[config.mk]
export PLATFORM = sky130hd
export DESIGN_NAME = nested_param_sampler
export DESIGN_NICKNAME = d
export VERILOG_FILES = /design/src/rtl/nested_param_pkg.sv /design/src/rtl/nested_param_shreg.sv /design/src/rtl/nested_param_sampler.sv
export SDC_FILE = /design/constraint.sdc
export NUM_CORES = 1
export LEC_CHECK = 0
export ABC_CLOCK_PERIOD_IN_PS = 3900
export BUFFER_PORTS_ARGS = -buffer_cell sky130_fd_sc_hd__buf_2
export CAP_MARGIN = 20
export CORE_MARGIN = 2
export CORE_UTILIZATION = 53
export CTS_BUF_LIST = sky130_fd_sc_hd__clkbuf_4 sky130_fd_sc_hd__clkbuf_8 sky130_fd_sc_hd__clkbuf_16
export DETAILED_ROUTE_END_ITERATION = 6
export GPL_ROUTABILITY_DRIVEN = 0
export HOLD_SLACK_MARGIN = 0.15
export PLACE_DENSITY = 0.86
export SLEW_MARGIN = 30
export SYNTH_ARGS = -nofsm -noshare
export SYNTH_HDL_FRONTEND = slang
export SYNTH_SLANG_ARGS = --single-unit
[constraint.sdc]
create_clock -name clk -period 3.9 [get_ports clk]
set_input_delay 0.78 -clock clk [delete_from_list [all_inputs] [get_ports clk]]
set_output_delay 0.78 -clock clk [all_outputs]
set_load 0.02 [all_outputs]
[src/rtl/nested_param_pkg.sv]
// Shared types and constants for the nested-parameter sampler slice.
package nested_param_pkg;

  typedef logic [1:0] sample_t;

  typedef enum logic [1:0] {
    IDLE    = 2'd0,
    CAPTURE = 2'd1,
    DONE    = 2'd2
  } state_t;

  localparam sample_t DEFAULT_EXP = ~2'b01;

endpackage

[src/rtl/nested_param_shreg.sv]
// Frame shift register: newest sample enters the LSBs; clr and reset load
// every lane with RST_VAL.
module nested_param_shreg #(
  parameter int             W       = 2,
  parameter int             DEPTH   = 4,
  parameter logic [W-1:0]   RST_VAL = '1
) (
  input  logic                 clk,
  input  logic                 rst_n,
  input  logic                 clr,
  input  logic                 shift_en,
  input  logic [W-1:0]         din,
  output logic [DEPTH*W-1:0]   q
);

  always_ff @(posedge clk) begin
    if (!rst_n || clr) begin
      q <= {DEPTH{RST_VAL}};
    end else if (shift_en) begin
      q <= {q[(DEPTH-1)*W-1:0], din};
    end
  end

endmodule

[src/rtl/nested_param_sampler.sv]
// Frame sampler: captures DEPTH samples over valid/ready and counts mismatches
// against EXP. Optional NESTED_PARAM_EARLY_ABORT_EN ends a frame on its first mismatch.
//
// state   | meaning
// IDLE    | waiting for start; results of the last frame held
// CAPTURE | accepting samples (busy, in_ready)
// DONE    | one-cycle done pulse, match valid
module nested_param_sampler
  import nested_param_pkg::*;
#(
  parameter int           W     = 2,
  parameter int           DEPTH = 4,
  parameter int           CNT_W = 4,
  parameter logic [W-1:0] EXP   = DEFAULT_EXP,
  parameter logic [W-1:0] INIT  = '0
) (
  input  logic               clk,
  input  logic               rst_n,
  input  logic               start,
  input  logic               in_valid,
  output logic               in_ready,
  input  logic [W-1:0]       in_data,
  output logic               busy,
  output logic               done,
  output logic               match,
  output logic [CNT_W-1:0]   mismatch_cnt,
  output logic [DEPTH*W-1:0] frame_out
);

  localparam int SC_W = $clog2(DEPTH + 1);

  state_t            state, state_nx;
  logic [SC_W-1:0]   scnt;
  logic [CNT_W-1:0]  mcnt;
  logic [CNT_W-1:0]  mcnt_inc;
  logic              match_q;
  logic              accept, is_miss, last, abort_hit, frame_clr, frame_end;

  assign accept    = in_valid & in_ready;
  assign is_miss   = accept && (in_data != EXP);
  assign mcnt_inc  = (is_miss && (mcnt != '1)) ? mcnt + 1'b1 : mcnt;
  assign last      = accept && (scnt == SC_W'(DEPTH - 1));
  assign frame_clr = (state == IDLE) && start;
`ifdef NESTED_PARAM_EARLY_ABORT_EN
  assign abort_hit = is_miss;
`else
  assign abort_hit = 1'b0;
`endif
  assign frame_end = last | abort_hit;

  always_ff @(posedge clk) begin
    if (!rst_n) begin
      state   <= IDLE;
      scnt    <= '0;
      mcnt    <= '0;
      match_q <= 1'b0;
    end else begin
      state <= state_nx;
      if (frame_clr) begin
        scnt    <= '0;
        mcnt    <= '0;
        match_q <= 1'b0;
      end else if (accept) begin
        scnt <= scnt + 1'b1;
        mcnt <= mcnt_inc;
        // match is registered on the final accept so it is valid alongside done
        if (frame_end) match_q <= (mcnt_inc == '0);
      end
    end
  end

  always_comb begin
    state_nx = state;
    case (state)
      IDLE:    if (start) state_nx = CAPTURE;
      CAPTURE: if (frame_end) state_nx = DONE;
      DONE:    state_nx = IDLE;
      default: state_nx = IDLE;
    endcase
  end

  always_comb begin
    busy     = 1'b0;
    in_ready = 1'b0;
    done     = 1'b0;
    case (state)
      CAPTURE: begin
        busy     = 1'b1;
        in_ready = 1'b1;
      end
      DONE:    done = 1'b1;
      default: ;
    endcase
  end

  assign match        = match_q;
  assign mismatch_cnt = mcnt;

  nested_param_shreg #(
    .W       (W),
    .DEPTH   (DEPTH),
    .RST_VAL (~INIT)
  ) u_shreg (
    .clk      (clk),
    .rst_n    (rst_n),
    .clr      (frame_clr),
    .shift_en (accept),
    .din      (in_data),
    .q        (frame_out)
  );

endmodule

# Word level (Yosys, flattened, before mapping)
# Cells that the tools add are included.
# W data, S select, Z words.
# totals
wordCells,33
reg_bits,18
output_inout_bits,16
# op_classes
n_mux,6
reduce_logical,11
add_sub_neg,2
bitwise_logic,2
eq_ne,7
# ops
cell,n
$ne A2 B2 Y1 const B,3
$add A4 B1 Y4 const B,1
$logic_and A1 B1 Y1,4
$logic_not A4 Y1,1
$mux W2,2
$mux W4,1
$ne A4 B4 Y1 const B,1
$pmux W2 S2,1
$reduce_and A2 Y1,2
$add A3 B1 Y3 const B,1
$eq A3 B2 Y1 const B,1
$eq A2 B1 Y1 const B,1
$eq A2 B2 Y1 const B,1
$logic_not A2 Y1,1
$mux W1,2
$reduce_or A2 Y1,1
$and A1 B1 Y1,1
$logic_not A1 Y1,1
$logic_or A1 B1 Y1,1
$not A1 Y1,1

# Longest topological paths before layout
# logic_depth
ltp_word,7
ltp_mapped,5
mapped_depth_nobuf,5

# Hierarchy
# From an unflattened synthesis, not the netlist that was laid out.
# unflattened
hier_cells,82
area_unflattened_um2,853.3
# modules_own_cells
mod,seq_area_each_um2,n_inst,cells_per_inst,area_each_um2
nested_param_sampler,200.2,1,55,560.5
nested_param_shreg,160.2,1,27,292.8

# Worst setup path before layout
# OpenSTA, ideal clock, no wires.
# synth_timing
kind,input -> register
startpoint,input in_data[0]
endpoint,register match_q (netlist: match)
path_stages,4
path_slack_ns,2.154
arrival_time_ns,1.662
path_buffers,0
required_time_ns,3.816
path_cell_list,and2b_1 nor3_2 mux2_4 o31ai_2
# synth_between
elab_chain_len,5
# synth_rtl
item,line,text
from (decl),nested_param_sampler.sv:22,"input logic [W-1:0] in_data,"
$ne A2 B2 Y1,nested_param_sampler.sv:40,assign is_miss = accept && (in_data != EXP);
$logic_and A1 B1 Y1,nested_param_sampler.sv:40,
$logic_and A1 B1 Y1,nested_param_sampler.sv:41,assign mcnt_inc = (is_miss && (mcnt != '1)) ? mcnt + 1'b1 : mcnt;
$mux W4,nested_param_sampler.sv:41,
$logic_not A4 Y1,nested_param_sampler.sv:67,if (frame_end) match_q <= (mcnt_inc == '0);
to (signal assigned),nested_param_sampler.sv:67,
to (decl),nested_param_sampler.sv:36,logic match_q;
# Every way passes these cells.
# A chain may end at the register's enable or synchronous reset.

# Worst setup path after layout
# layout_timing
startpoint,register state[1]
endpoint,output in_ready
# layout_between
elab_chain_len,2
# layout_rtl
item,line,text
from (decl),nested_param_sampler.sv:32,"state_t state, state_nx;"
from (signal assigned),nested_param_sampler.sv:58,state <= state_nx;
$eq A2 B1 Y1,nested_param_sampler.sv:86,case (state)
$mux W1,nested_param_sampler.sv:86,
to (decl),nested_param_sampler.sv:21,"output logic in_ready,"
# Every way passes these cells.

==> key figures <==
Global route
  • Largest net degree at the start of global routing: 15
  • Grt total ovfl: 0
  • Gr usage total: 17.6%
  • Initial antenna violation count: 0
  • First-pass GRT wire length: between 2000 and 3000 um
  • Vias in the first global route: approximately 660

Power and ir drop
  • Leak: 0.446 nW
  • Pwr/cell area: between 300 and 400 nW/um^2
  • Max VDD drop: between 0.0003 and 0.0004 V

Worst setup path
  • Critical Path Sink Type: primary output
  • Critical Path AT: roughly 1.1 ns
  • Worst R2R Path Depth: 4
  • Crit path max fanout: 7
  • Crit path kind: register to primary output
  • Critical Path RT: between 3 and 4 ns
  • Startpoint types: register

Clock tree
  • Inserted Clock Buffers: 3
  • CTS tree: built
  • Clk root buf: clkbuf_4
  • Clk sinks: 18
  • H-tree levels: 1
  • Worst-path clk slew: roughly 0.1 ns
  • Post-CTS resize count: 0
  • Clock latency on the worst-skew pair: about 0.28 ns
  • Clk buf depth: 2
  • Setup Buffers After CTS: 0
  • Hold-fix buffer count after cts: 0

STA
  • Fmax: around 0.52 GHz
  • Final setup violation count: 0
  • Worst-Margin Slew: approximately 0.52 ns
  • Crit share post-route: approximately 49%
  • Total Neg Setup Slack: 0 ns
  • Slew Limit Headroom: about 65%
  • Final max-slew violation count: 0
  • Skew final: 0.00335 ns
  • Final Hold Fails: 0
  • RSZ-0062 raised after global routing: false
  • Shortest period the worst path allows: 1.92 ns

Floorplanning
  • Chip height: between 40 and 50 um
  • Num rows: 14
  • Die width: 43.5 um
  • Starting density of the core: between 50% and 60%
  • Die ar.: around 1900 sq um
  • Core area: ~1500 sq um
  • Io pins: 22

Route
  • Top Metal Used: met4
  • Via Count: approximately 700
  • DRT Pass-1 Iters: 3
  • Final ANT Viol Nets: 0
  • Met2 wire len: between 800 and 900 um
  • Vias per inst: 5.39
  • DR iter-0 viols: 2
  • Post-Route WL: approximately 1600 um
  • Wirelength per Cell: 12.4 um
  • Metal-1 WL: roughly 750 um
  • Met3 routed WL: 44 um
  • DRC: 0

Synthesis
  • Yosys cell types: 32
  • Mapped Area: between 800 and 900 sq um
  • FF+latch count, synth: 18
  • Top cells by area, synth: dfxtp_1, nand2_1, nand3_1
  • Yosys warnings: 0
  • Yosys top cell area share: between 40 and 50%
  • Syn_nets: between 100 and 150
  • Post-Synthesis Cells: between 90 and 100
  • Post-synth top area cell: dfxtp_1
  • Register area share after synthesis: between 40 and 50%
  • Mean area per synthesized cell: slightly below 9 sq um

Min path
  • Hold Crit Class: register to register
  • Hold depth: 2

Run
  • Max Cap Viol: 0

Status
  • Status: complete, no violations

Finish
  • Layout cells sized above 1: between 20% and 30%
  • Diodes inserted: 0
  • Storage element area: about 360 sq um
  • Multi-input combinational cell area: roughly 440 sq um
  • Util after Layout: around two thirds
  • Fillcell total: approximately 120
  • Syn-to-layout area delta: 17.0%
  • Total Nets Final: about 120

Placement
  • Post-DP HPWL: roughly 1200 um
  • PortBufs: 21
-- registers in the layout, summed over array words and instances, names as in the netlist --
name          cells
mismatch_cnt      4
match             1
scnt              3
state             2
u_shreg.q         8
-- stage by stage --
| step | total power, mW | hold slack (ns) | std cells | area [sq um] | setup WS [ns] |
|---|---|---|---|---|---|
| after CTS | 0.351 | 0.482 | 130 | 966 | 1.99 |
| final | 0.348 | 0.475 | 130 | 966 | 1.98 |
| after floorplan | 0.228 | 0.440 | 93 | 826 | 2.15 |
| after detailed placement | 0.240 | 0.460 | 126 | 930 | 1.80 |
| after global placement | 0.238 | 0.447 | 126 | 930 | 1.88 |
| after global routing | 0.360 | 0.497 | 130 | 966 | 1.93 |
-- cells in the mapped netlist --
cell type and count:
o21ai_0 1, dfxtp_1 18, nand3_1 12, nor3_2 1, nand4b_2 1, nand3_2 1, nor3b_1 1, nor3_1 1
and2_1 1, and2b_1 2, a211oi_2 1, clkbuf_1 1, inv_1 1, and3b_1 1, a21oi_1 2, xor2_1 1
xnor2_1 1, o31ai_2 1, buf_4 1, nand2b_1 3, buf_2 2, nor4b_2 1, o21ai_1 2, o21a_1 1
mux2i_1 2, nor2_1 5, ha_1 3, and4_1 1, mux2_4 1, nand2_1 20, nor2b_1 2, a31oi_1 1
-- layout by cell type, fill, tap and decap left out, types with 2 or more instances in the layout --
master    instances
a21oi_1           2
and2b_1           2
buf_2            21
clkbuf_4          3
dfxtp_1          18
ha_1              3
mux2i_1           2
nand2_1          20
nand2b_1          3
nand3_1          12
nor2_1            5
nor2b_1           2
o21ai_1           2
-- final timing paths --
kind,start,to,slack (ns)
worst max-delay path,state[1],in_ready,1.98
worst max register to register,state[0],match,2.27
worst min register to register,u_shreg.q[6],u_shreg.q[6],0.48
worst min-delay path,u_shreg.q[6],u_shreg.q[6],0.48
-- area by class of cell --
type                    count  share of cell area [%]
multi-input cells          70                    45.6
flip-flops and latches     18                    37.3
repair buffers             21                    10.9
clock buffers               4                    3.76
well taps                  16                    2.07
inverters                   1                   0.389
-- kinds of logic after synthesis --
logic type,Yosys count,synth area share [%]
buffers and inverters,5,3.03
DFF,18,43.6
xor gates and xnor gates,2,2.12
adders and majority gates,3,4.55
AOI/OAI and AO/OA,9,7.73
muxes,3,4.24
and+or+nand+nor,53,34.7
-- power breakdown --
part | switching [mW] | internal, mW
sequential | 0.00465 | 0.189
clock | 0.0555 | 0.0567
combinational | 0.0265 | 0.0148
-- per-layer routing --
layer / global-route usage (%) / up-vias
met1: 21.5 / 327
met3: 2.50 / 2
met2: 30.4 / 13
li1: - / 359
met4: 7.88 / 0
met5: 0 / -
-- critical path: stages (launching register included) --
cell and delay, ns:
dfxtp_1 0.44, and2b_1 0.25, buf_2 0.17
No activity file was read; power rests on OpenSTA's default activity.
